--- config.mk ---
export PLATFORM = sky130hd
export DESIGN_NAME = booth_seq_mult
export DESIGN_NICKNAME = d
export VERILOG_FILES = /design/src/rtl/booth_seq_mult.sv
export SDC_FILE = /design/constraint.sdc
export NUM_CORES = 1
export LEC_CHECK = 0
export ABC_CLOCK_PERIOD_IN_PS = 6700
export CAP_MARGIN = 20
export CORE_MARGIN = 2
export CORE_UTILIZATION = 50
export CTS_CLUSTER_SIZE = 16
export DETAILED_ROUTE_END_ITERATION = 10
export GPL_ROUTABILITY_DRIVEN = 0
export PLACE_DENSITY = 0.74
export SYNTH_ARGS = -nofsm -noshare
export SYNTH_HDL_FRONTEND = slang
export SYNTH_SLANG_ARGS = --single-unit
--- constraint.sdc ---
create_clock -name clk -period 6.7 [get_ports clk]
set_clock_uncertainty 0.2 [all_clocks]
set_input_delay 1.34 -clock clk [delete_from_list [all_inputs] [get_ports clk]]
set_output_delay 1.34 -clock clk [all_outputs]
set_load 0.005 [all_outputs]
--- src/rtl/booth_seq_mult.sv ---
// Sequential signed radix-2 Booth multiplier: one multiplier bit per clock, start/busy/done handshake.
// Define BOOTH_EARLY_TERM_EN to finish early once the remaining multiplier bits can no longer trigger an add/sub.
module booth_seq_mult #(
    parameter int WIDTH = 8
) (
    input  logic                 clk,
    input  logic                 rst_n,
    input  logic                 start,
    input  logic [WIDTH-1:0]     a,
    input  logic [WIDTH-1:0]     b,
    output logic                 busy,
    output logic                 done,
    output logic [2*WIDTH-1:0]   product
);

    localparam int CW = $clog2(WIDTH + 1);
    localparam int AW = 2 * WIDTH + 2;

    localparam logic [1:0] ST_IDLE = 2'd0;
    localparam logic [1:0] ST_RUN  = 2'd1;
    localparam logic [1:0] ST_DONE = 2'd2;

    logic [1:0]           state_reg, state_next;
    logic [WIDTH-1:0]     m_reg, m_next;
    logic [WIDTH:0]       h_reg, h_next;
    logic [WIDTH-1:0]     l_reg, l_next;
    logic                 q_reg, q_next;
    logic [CW-1:0]        cnt_reg, cnt_next;
    logic [2*WIDTH-1:0]   product_reg, product_next;

    logic [WIDTH:0]       m_ext;
    logic [WIDTH:0]       h_sum;
    logic signed [AW-1:0] acc_step;
    logic signed [AW-1:0] acc_shift;
    logic signed [AW-1:0] acc_new;
    logic [CW-1:0]        cnt_new;
    logic                 accept;
    logic                 last;

    assign m_ext  = {m_reg[WIDTH-1], m_reg};
    assign accept = start && ((state_reg == ST_IDLE) || (state_reg == ST_DONE));

    always_comb begin
        case ({l_reg[0], q_reg})
            2'b01:   h_sum = h_reg + m_ext;
            2'b10:   h_sum = h_reg - m_ext;
            default: h_sum = h_reg;
        endcase
    end

    assign acc_step  = {h_sum, l_reg, q_reg};
    assign acc_shift = acc_step >>> 1;

`ifdef BOOTH_EARLY_TERM_EN
    // Early exit when {L[cnt-1:0], q} is uniform: every remaining Booth pair is 00 or 11.
    logic [WIDTH-1:0]     bit_diff;
    logic                 early;
    logic signed [AW-1:0] acc_cur;
    logic signed [AW-1:0] acc_early;

    for (genvar gi = 0; gi < WIDTH; gi++) begin : g_diff
        assign bit_diff[gi] = (CW'(gi) < cnt_reg) && (l_reg[gi] != q_reg);
    end

    assign early     = ~|bit_diff;
    assign acc_cur   = {h_reg, l_reg, q_reg};
    assign acc_early = acc_cur >>> cnt_reg;
    assign acc_new   = early ? acc_early : acc_shift;
    assign cnt_new   = early ? '0 : CW'(cnt_reg - 1'b1);
`else
    assign acc_new   = acc_shift;
    assign cnt_new   = CW'(cnt_reg - 1'b1);
`endif

    assign last = (cnt_new == '0);

    always_comb begin
        state_next   = state_reg;
        m_next       = m_reg;
        h_next       = h_reg;
        l_next       = l_reg;
        q_next       = q_reg;
        cnt_next     = cnt_reg;
        product_next = product_reg;

        case (state_reg)
            ST_IDLE: state_next = ST_IDLE;
            ST_RUN: begin
                h_next   = acc_new[AW-1:WIDTH+1];
                l_next   = acc_new[WIDTH:1];
                q_next   = acc_new[0];
                cnt_next = cnt_new;
                if (last) begin
                    state_next   = ST_DONE;
                    product_next = acc_new[2*WIDTH:1];
                end
            end
            ST_DONE: state_next = ST_IDLE;
            default: state_next = ST_IDLE;
        endcase

        if (accept) begin
            state_next = ST_RUN;
            m_next     = a;
            h_next     = '0;
            l_next     = b;
            q_next     = 1'b0;
            cnt_next   = CW'(WIDTH);
        end
    end

    always_ff @(posedge clk or negedge rst_n) begin
        if (!rst_n) begin
            state_reg   <= ST_IDLE;
            m_reg       <= '0;
            h_reg       <= '0;
            l_reg       <= '0;
            q_reg       <= 1'b0;
            cnt_reg     <= '0;
            product_reg <= '0;
        end else begin
            state_reg   <= state_next;
            m_reg       <= m_next;
            h_reg       <= h_next;
            l_reg       <= l_next;
            q_reg       <= q_next;
            cnt_reg     <= cnt_next;
            product_reg <= product_next;
        end
    end

    assign busy    = (state_reg == ST_RUN);
    assign done    = (state_reg == ST_DONE);
    assign product = product_reg;

endmodule

==> out/metrics.csv, run 1 <==
stage,metric,value,unit
floorplanning,Ports,37,
grt,largest net degree at the start of global routing,48,
finish,# diodes,0,
finish,post-route insts no fill,361,
timing,Highest Clock Rate,0.2686,GHz
logic_synthesis,Post-synth EDFFs,0,
cts,Max clock buf depth,2,
timing,max-slew violation count,0,
cts,CTS root buf,clkbuf_8,
drt,Detailed Route WL,5355,um
logic_synthesis,Post-Synthesis Mean Instance Area,9.729,um^2
floorplanning,row cnt,25,
floorplanning,die footprint,0.005624,mm^2
timing,relative slew slack,40.55,%
drt,DR iter-0 viols,121,
worst_setup_path,crit path DAT,2.18,ns
cts,clock sinks,47,
logic_synthesis,Yosys reg bits,47,
logic_synthesis,synth top area cells,"dfrtp_1 (47%), nand2_1 (6.4%), mux2_2 (6.3%), ha_1 (6.0%), o21ai_0 (4.4%)",
worst_setup_path,family with the most delay on the worst path,buffers and inverters,
cts,CTS Hold Buffers Added,0,
worst_setup_path,critical path type,flop to output port,
worst_setup_path,startpoint types,flop,
timing,WHS,0.3051,ns
cts,Post-CTS Resized,0,
worst_setup_path,launch point of the worst path,state_reg[1]$_DFFE_PN0P_,
timing,worst-margin pin slew,0.8884,ns
cts,Post-CTS Setup Repair Bufs,0,
worst_setup_path,RR Endpoint,product[14]$_DFFE_PN0P_,
logic_synthesis,syn_nets,291,
logic_synthesis,Yosys warning total,0,
worst_setup_path,CP Max Fanout,21,
worst_hold_path,Worst Hold Class,flop to flop,
logic_synthesis,dominant cell type by area after synthesis,dfrtp_1,
worst_setup_path,CP bufs+invs,2,
placement,"Cell Area, Placed",0.002918,mm^2
grt,vias in the first global route,1905,
finish,final instance area,0.003023,mm^2
cts,CTS tree,yes,
worst_setup_path,Worst path depth,3,
finish,"commonest non-fill, non-tap cell in the layout",dfrtp_1,
status,status,"complete, no violations",
logic_synthesis,Post-Synthesis Cells,259,
placement,hpwl dp,3980,um
cts,number of buffers created by CTS,5,
timing,unrepaired setup endpoints after global routing,no,
timing,Final setup viols,0,
placement,Placed Cells,352,
drt,drt first pass iters,4,
worst_setup_path,worst r2r src,q_reg$_DFFE_PN0P_,
worst_setup_path,worst setup path end,busy,
worst_setup_path,worst-path cell chain,nand2b_1 > inv_1 > clkdlybuf4s50_1,
timing,fin crit share,55.57,%
floorplanning,die height,74.99,um
drt,DRC viols,0,
logic_synthesis,Mapped Area,0.002520,mm^2
finish,fillers,426,
timing,Final Hold Viols,0,
worst_setup_path,Slowest cell on crit path,clkdlybuf4s50_1,
worst_setup_path,Crit path required time,5.16,ns
worst_setup_path,CP endpoint kind,output port,
drt,Vias per Instance,5.410,
drt,WL per Instance,14.83,um
worst_setup_path,worst stage delay on the critical path,0.62,ns
timing,Period minus WS final,3.723,ns
drt,Routed Antenna Nets,0,
grt,initial antenna violation count,0,
placement,Buffers on Ports,36,
drt,vias after detailed routing,1953,
cts,CTS H-Tree Depth,2,
logic_synthesis,synth unique cells,37,
timing,Setup TNS,0,ns
logic_synthesis,post-synth top area share,46.67,%
finish,max reg flops,16,
floorplanning,Die Wd,74.99,um
cts,Worst-path clk slew,0.09,ns
logic_synthesis,main flop type after synthesis,dfrtp_1,
grt,GRT Util Overall,21.46,%
finish,share of layout cells above drive strength 1,10.20,%
finish,Final nets,325,
grt,Congestion Overflow GR,0,
floorplanning,core box area,0.004786,mm^2
floorplanning,Initial Utilization,52.65,%
worst_setup_path,R2R depth,11,
logic_synthesis,ys async rst share,100.0,%
run,Maximum Capacitance Violations,0,
finish,Area Growth Syn to Fin,19.96,%
grt,first-pass GRT wire length,9087,um
logic_synthesis,post-synthesis sequential area ratio,46.67,%
finish,most frequent cells in the layout,"dfrtp_1 (47), nand2_1 (43), clkdlybuf4s50_1 (35), o21ai_0 (22), nor2_1 (16)",
cts,Worst-Skew Late Latency,0.30,ns
worst_setup_path,R2R Setup Slk,3.37,ns
[metrics by stage]
stage | setup slack [ns] | utilization, %
5_1_grt | 2.808 | 63.16
2_1_floorplan | 3.882 | -
3_5_place_dp | 3.308 | 60.97
6_report | 2.977 | 63.16
4_1_cts | 2.960 | 62.75
3_3_place_gp | 3.356 | 60.97
[cell usage after synthesis, types with 7 or more instances]
| library cell | n |
|---|---|
| dfrtp_1 | 47 |
| nand2_1 | 43 |
| o21ai_0 | 22 |
| nor2_1 | 16 |
| mux2_2 | 14 |
| ha_1 | 12 |
| inv_1 | 12 |
| a21oi_1 | 11 |
| clkbuf_1 | 9 |
| xnor2_1 | 9 |
| a31oi_1 | 7 |
| nand2b_1 | 7 |
[cell families after synthesis]
kind of cell    count (synthesis)  synth area share (%)
flops                          47                 46.67
compound gates                 59                 14.40
simple gates                   84                 15.19
buf+inv                        23                 3.724
mux                            19                 8.391
xor+xnor                       14                 4.866
fa+ha+maj                      13                 6.753
[area by class of cell]
class	count	area [um^2]	share of cell area, %
clock buffer	6	72.57	2.401
clock inverter	2	12.51	0.4139
inverter	12	45.04	1.490
multi-input combinational	189	1250	41.35
sequential	47	1176	38.91
tap	67	83.83	2.773
timing repair buffer	38	382.9	12.67
[worst min path at each step]
stage / startpoint / to / slack [ns] / cells past startpoint
3_3_place_gp: q_reg$_DFFE_PN0P_ / q_reg$_DFFE_PN0P_ / 0.28 / 1
2_1_floorplan: l_reg[2]$_DFFE_PN0P_ / l_reg[2]$_DFFE_PN0P_ / 0.26 / 2
3_5_place_dp: q_reg$_DFFE_PN0P_ / q_reg$_DFFE_PN0P_ / 0.29 / 1
4_1_cts: q_reg$_DFFE_PN0P_ / q_reg$_DFFE_PN0P_ / 0.31 / 1
6_report: q_reg$_DFFE_PN0P_ / q_reg$_DFFE_PN0P_ / 0.31 / 1
5_1_grt: product[0]$_DFFE_PN0P_ / product[0]$_DFFE_PN0P_ / 0.34 / 1
[routing by layer]
metal	global-route usage, %	share of wire, %	vias up
li1	-	-	957
met1	29.38	46	953
met2	35.87	49	36
met3	4.016	3.8	7
met4	4.563	0.69	0
met5	0	0	-
[worst reg2reg max path, delay by kind of cell, from the launching register on]
| family | cells | cell delay, ns |
|---|---|---|
| AOI/OAI and AO/OA | 4 | 1.14 |
| muxes | 2 | 0.70 |
| adders and majority gates | 2 | 0.53 |
| DFF | 1 | 0.38 |
| buffers and inverters | 2 | 0.12 |
| and+or+nand+nor | 1 | 0.12 |
Power of run 1 is left out: the tool's default activity adds up to more than one toggle a clock period on the data nets, which glitch-free logic cannot reach.
==> run 2: changes to the inputs <==
- ABC_CLOCK_PERIOD_IN_PS: 6700 -> 3300
- CORE_UTILIZATION: 50 -> 49
- PLACE_DENSITY: 0.74 -> 0.76
- clock period: 6.7 -> 3.3 ns (I/O delays scaled with it)
==> run 2 against run 1 <==
Against the previous run:
- critical path depth grew 7
- worst setup slack lost 2.7 ns
- die area grew 1.9%
- largest cell class unchanged
- utilization shrank 1.4 points
==> out/metrics.csv, run 2 (synthesis results as in run 1) <==
stage,metric,value,unit,change
status,status,"complete, no violations",,
placement,Buffers on Ports,36,,unchanged
worst_setup_path,"most used cell, CP",a21oi_1,,
cts,Worst-path clk slew,0.09,ns,about the same
drt,Routed Antenna Nets,0,,unchanged
finish,Area Growth Syn to Fin,23.63,%,
floorplanning,core box area,0.005042,mm^2,+5.4%
worst_setup_path,startpoint types,flop,,
finish,Final nets,330,,+1.5%
drt,DRC viols,0,,unchanged
worst_setup_path,CP bufs+invs,0,,-2
timing,max-slew violation count,0,,unchanged
grt,Congestion Overflow GR,0,,unchanged
grt,GRT Util Overall,20.74,%,-0.72 points
cts,Post-CTS Resized,0,,unchanged
worst_setup_path,CP endpoint kind,flop,,
floorplanning,die height,75.71,um,+0.96%
finish,Final Core Density,61.79,%,-1.4 points
floorplanning,Ports,37,,unchanged
grt,largest net degree at the start of global routing,48,,unchanged
cts,CTS root buf,clkbuf_8,,
run,Maximum Capacitance Violations,0,,unchanged
timing,unrepaired setup endpoints after global routing,no,,
timing,Final Hold Viols,0,,unchanged
timing,relative slew slack,62.54,%,+22 points
cts,clock sinks,47,,unchanged
worst_hold_path,Worst Hold Class,primary input to async pin,,
grt,vias in the first global route,1862,,-2.3%
cts,number of buffers created by CTS,5,,unchanged
drt,DR iter-0 viols,118,,-2.5%
placement,hpwl dp,3811,um,-4.3%
worst_setup_path,family with the most delay on the worst path,simple AND/OR/NAND/NOR gates,,
drt,WL per Instance,14.05,um,-5.3%
finish,# diodes,0,,unchanged
worst_setup_path,Slowest cell on crit path,dfrtp_1,,
worst_setup_path,Crit path required time,3.29,ns,-1.87 ns
cts,Worst-Skew Late Latency,0.30,ns,about the same
timing,Period minus WS final,3.016,ns,
cts,CTS H-Tree Depth,2,,unchanged
worst_setup_path,worst-path cell chain,nor3_1 > a21oi_1 > xnor2_1 > ha_1 > and2_4 > or4_4 > o22ai_2 > mux2i_1 > xor2_1 > a21oi_1,,
floorplanning,die footprint,0.005732,mm^2,+1.9%
finish,share of layout cells above drive strength 1,12.04,%,+1.8 points
drt,Detailed Route WL,5184,um,-3.2%
floorplanning,Initial Utilization,49.98,%,-2.7 points
worst_setup_path,CP Max Fanout,4,,-81%
worst_setup_path,worst stage delay on the critical path,0.43,ns,-0.19 ns
floorplanning,Die Wd,75.71,um,+0.96%
drt,drt first pass iters,4,,unchanged
timing,worst-margin pin slew,0.5619,ns,-0.3265 ns
finish,most frequent cells in the layout,"dfrtp_1 (47), nand2_1 (43), clkdlybuf4s50_1 (35), o21ai_0 (22), nor2_1 (16)",,
grt,first-pass GRT wire length,8914,um,-1.9%
timing,Final setup viols,0,,unchanged
floorplanning,row cnt,26,,+4.0%
drt,Vias per Instance,5.301,,-2.0%
finish,max reg flops,16,,unchanged
cts,CTS tree,yes,,
timing,WHS,0.004053,ns,-0.3011 ns
cts,CTS Hold Buffers Added,0,,unchanged
grt,initial antenna violation count,0,,unchanged
cts,Max clock buf depth,2,,unchanged
cts,Post-CTS Setup Repair Bufs,0,,unchanged
worst_setup_path,crit path DAT,3.01,ns,+0.83 ns
worst_setup_path,critical path type,flop to flop,,
finish,"commonest non-fill, non-tap cell in the layout",dfrtp_1,,
timing,Setup TNS,0,ns,unchanged
drt,vias after detailed routing,1956,,+0.15%
timing,fin crit share,91.41,%,
timing,Highest Clock Rate,0.3315,GHz,
-- run 2: path summary, 6_finish.rpt --
kind / start / to / slack, ns / depth (start not counted)
hold reg to reg: product[11]$_DFFE_PN0P_ / product[11]$_DFFE_PN0P_ / 0.31 / 1
min in group clk: product[11]$_DFFE_PN0P_ / product[11]$_DFFE_PN0P_ / 0.31 / 1
setup reg to reg: m_reg[3]$_DFFE_PN0P_ / product[15]$_DFFE_PN0P_ / 0.28 / 10
max in group asynchronous: rst_n / product[11]$_DFFE_PN0P_ / 2.43 / 2
hold / removal: rst_n / m_reg[1]$_DFFE_PN0P_ / 0.004 / 1
setup / recovery: m_reg[3]$_DFFE_PN0P_ / product[15]$_DFFE_PN0P_ / 0.28 / 10
-- run 2: stage by stage --
step	cell area, um^2	setup slack [ns]	cells
final	3115	0.2836	369
after floorplan	2520	0.4816	259
after CTS	3088	0.3057	367
after global routing	3115	0.07787	369
after detailed placement	2952	0.3090	359
after global placement	2952	0.3997	359
-- run 2: final cells by class --
cell class                      count  area, um^2
Fill cell                         421        1927
Multi-Input combinational cell    189        1250
Sequential cell                    47        1176
Timing Repair Buffer               43       420.4
Tap cell                           70       87.58
Clock buffer                        5       68.82
Clock inverter                      3       67.56
Inverter                           12       45.04
-- run 2: per-layer routing --
layer / share of wire, % / track usage [%] / vias to the layer above
li1: - / - / 968
met1: 46 / 29.22 / 939
met2: 49 / 32.85 / 43
met3: 4.0 / 4.630 / 6
met4: 1.1 / 5.263 / 0
met5: 0 / 0 / -
Power of run 2 is left out for the same reason.
==> run 3: changes to the inputs <==
- CORE_MARGIN: 2 -> default
- SKIP_CTS_REPAIR_TIMING: default -> 1
==> run 3 against run 2 <==
Against the previous run:
- via count rose by 0.61%
- critical path depth unchanged
- sequential cell count is the same
- sequential share of layout area is 0.88 points higher
- register-to-register slack got worse by 0.05 ns
- critical path type unchanged
- global-route usage up 0.80 points
- design area shrank 2.3%
- cell count fell by 1.4%
- utilization up 1.0 points
- first-iteration DRC count fell by 15%
- maximum frequency decreased by 1.7%
==> out/metrics.csv, run 3 (synthesis results as in run 1) <==
stage,metric,value,unit,change
status,status,"complete, no violations",,
floorplanning,core box area,0.004848,mm^2,-3.8%
cts,Worst-Skew Late Latency,0.30,ns,about the same
cts,number of buffers created by CTS,5,,unchanged
worst_setup_path,CP Max Fanout,4,,unchanged
placement,Placed Cells,355,,-1.1%
cts,CTS root buf,clkbuf_8,,
floorplanning,Die Wd,73.71,um,-2.6%
finish,fillers,433,,+2.9%
drt,DRC viols,0,,unchanged
worst_setup_path,family with the most delay on the worst path,simple AND/OR/NAND/NOR gates,,
timing,Final setup viols,0,,unchanged
timing,Final Hold Viols,0,,unchanged
drt,drt first pass iters,4,,unchanged
worst_setup_path,worst-path cell chain,nor3_1 > a21oi_1 > xnor2_1 > ha_1 > and2_4 > or4_4 > o22ai_2 > mux2i_1 > xor2_1 > a21oi_1,,
placement,hpwl dp,3760,um,-1.3%
drt,Vias per Instance,5.407,,+2.0%
worst_setup_path,worst r2r src,m_reg[3]$_DFFE_PN0P_,,
timing,Setup TNS,0,ns,unchanged
floorplanning,Ports,37,,unchanged
timing,Period minus WS final,3.068,ns,+0.05107 ns
timing,worst-margin pin slew,0.5530,ns,-0.008830 ns
finish,Area Growth Syn to Fin,20.80,%,
grt,first-pass GRT wire length,8707,um,-2.3%
drt,vias after detailed routing,1968,,+0.61%
worst_setup_path,startpoint types,flop,,
drt,WL per Instance,14.01,um,-0.29%
run,Maximum Capacitance Violations,0,,unchanged
floorplanning,die height,73.71,um,-2.6%
worst_setup_path,launch point of the worst path,m_reg[3]$_DFFE_PN0P_,,
worst_setup_path,crit path DAT,3.03,ns,+0.02 ns
worst_setup_path,Crit path required time,3.26,ns,-0.03 ns
drt,Routed Antenna Nets,0,,unchanged
grt,initial antenna violation count,0,,unchanged
finish,Final nets,328,,-0.61%
cts,clock sinks,47,,unchanged
cts,Worst-path clk slew,0.08,ns,about the same
timing,relative slew slack,63.13,%,+0.59 points
cts,CTS H-Tree Depth,2,,unchanged
grt,GRT Util Overall,21.54,%,+0.80 points
timing,max-slew violation count,0,,unchanged
worst_setup_path,RR Endpoint,product[15]$_DFFE_PN0P_,,
finish,max reg flops,16,,unchanged
finish,most frequent cells in the layout,"dfrtp_1 (47), nand2_1 (43), clkdlybuf4s50_1 (35), o21ai_0 (22), nor2_1 (16)",,
worst_setup_path,CP bufs+invs,0,,unchanged
worst_setup_path,critical path type,flop to flop,,
finish,share of layout cells above drive strength 1,11.45,%,-0.59 points
worst_hold_path,Worst Hold Class,primary input to async pin,,
drt,Detailed Route WL,5099,um,-1.6%
cts,Max clock buf depth,2,,unchanged
grt,vias in the first global route,1937,,+4.0%
drt,DR iter-0 viols,100,,-15%
worst_setup_path,R2R depth,10,,unchanged
timing,fin crit share,92.96,%,+1.5 points
grt,Congestion Overflow GR,0,,unchanged
worst_setup_path,CP endpoint kind,flop,,
finish,post-route insts no fill,364,,-1.4%
timing,Highest Clock Rate,0.3260,GHz,-1.7%
floorplanning,die footprint,0.005433,mm^2,-5.2%
timing,unrepaired setup endpoints after global routing,no,,
cts,CTS tree,yes,,
floorplanning,row cnt,25,,-3.8%
placement,Buffers on Ports,36,,unchanged
grt,largest net degree at the start of global routing,48,,unchanged
worst_setup_path,Slowest cell on crit path,dfrtp_1,,
worst_setup_path,"most used cell, CP",a21oi_1,,
floorplanning,Initial Utilization,51.97,%,+2.0 points
worst_setup_path,R2R Setup Slk,0.23,ns,-0.05 ns
worst_setup_path,worst stage delay on the critical path,0.42,ns,about the same
finish,"commonest non-fill, non-tap cell in the layout",dfrtp_1,,
finish,# diodes,0,,unchanged
==> run 3: changes by cell type in the layout (fill, tap and decap cells not counted), sizes merged <==
cell	before	now
clkinv	0	3
clkinvlp	1	0
bufinv	2	0
buf	8	6
==> run 3: worst max path at each step <==
stage	depth (start not counted)	slack [ns]	to
floorplan	11	0.48	h_reg[7]$_DFFE_PN0P_
global placement	10	0.30	product[15]$_DFFE_PN0P_
detailed placement	10	0.26	product[15]$_DFFE_PN0P_
CTS	10	0.23	product[15]$_DFFE_PN0P_
global route	10	0.05	product[15]$_DFFE_PN0P_
finish	10	0.23	product[15]$_DFFE_PN0P_
==> run 3: cell type report <==
cell class                      count  area, um^2  area share (%)
Sequential cell                    47        1176           38.64
Timing Repair Buffer               41       405.4           13.32
Clock buffer                        5       68.82           2.261
Tap cell                           67       83.83           2.754
Inverter                           12       45.04           1.480
Multi-Input combinational cell    189        1250           41.06
Clock inverter                      3       15.01          0.4932
==> run 3: routing by layer <==
layer	GRT usage, %	up-vias	wire, um
li1	-	966	-
met4	9.615	0	141
met3	5.487	13	198
met1	27.12	943	2329
met5	0	-	0
met2	34.96	46	2429
==> run 3: stage by stage <==
stage          util, %  setup WS (ns)  instance area (um^2)  hold slack [ns]
2_1_floorplan        -         0.4816                  2520           0.1644
4_1_cts          62.37         0.2295                  3024           0.3141
3_3_place_gp     60.65         0.3012                  2940           0.2869
5_1_grt          62.79        0.04831                  3044          0.02084
6_report         62.79         0.2325                  3044          0.01974
3_5_place_dp     60.65         0.2571                  2940           0.2913
Power of run 3 is left out for the same reason.
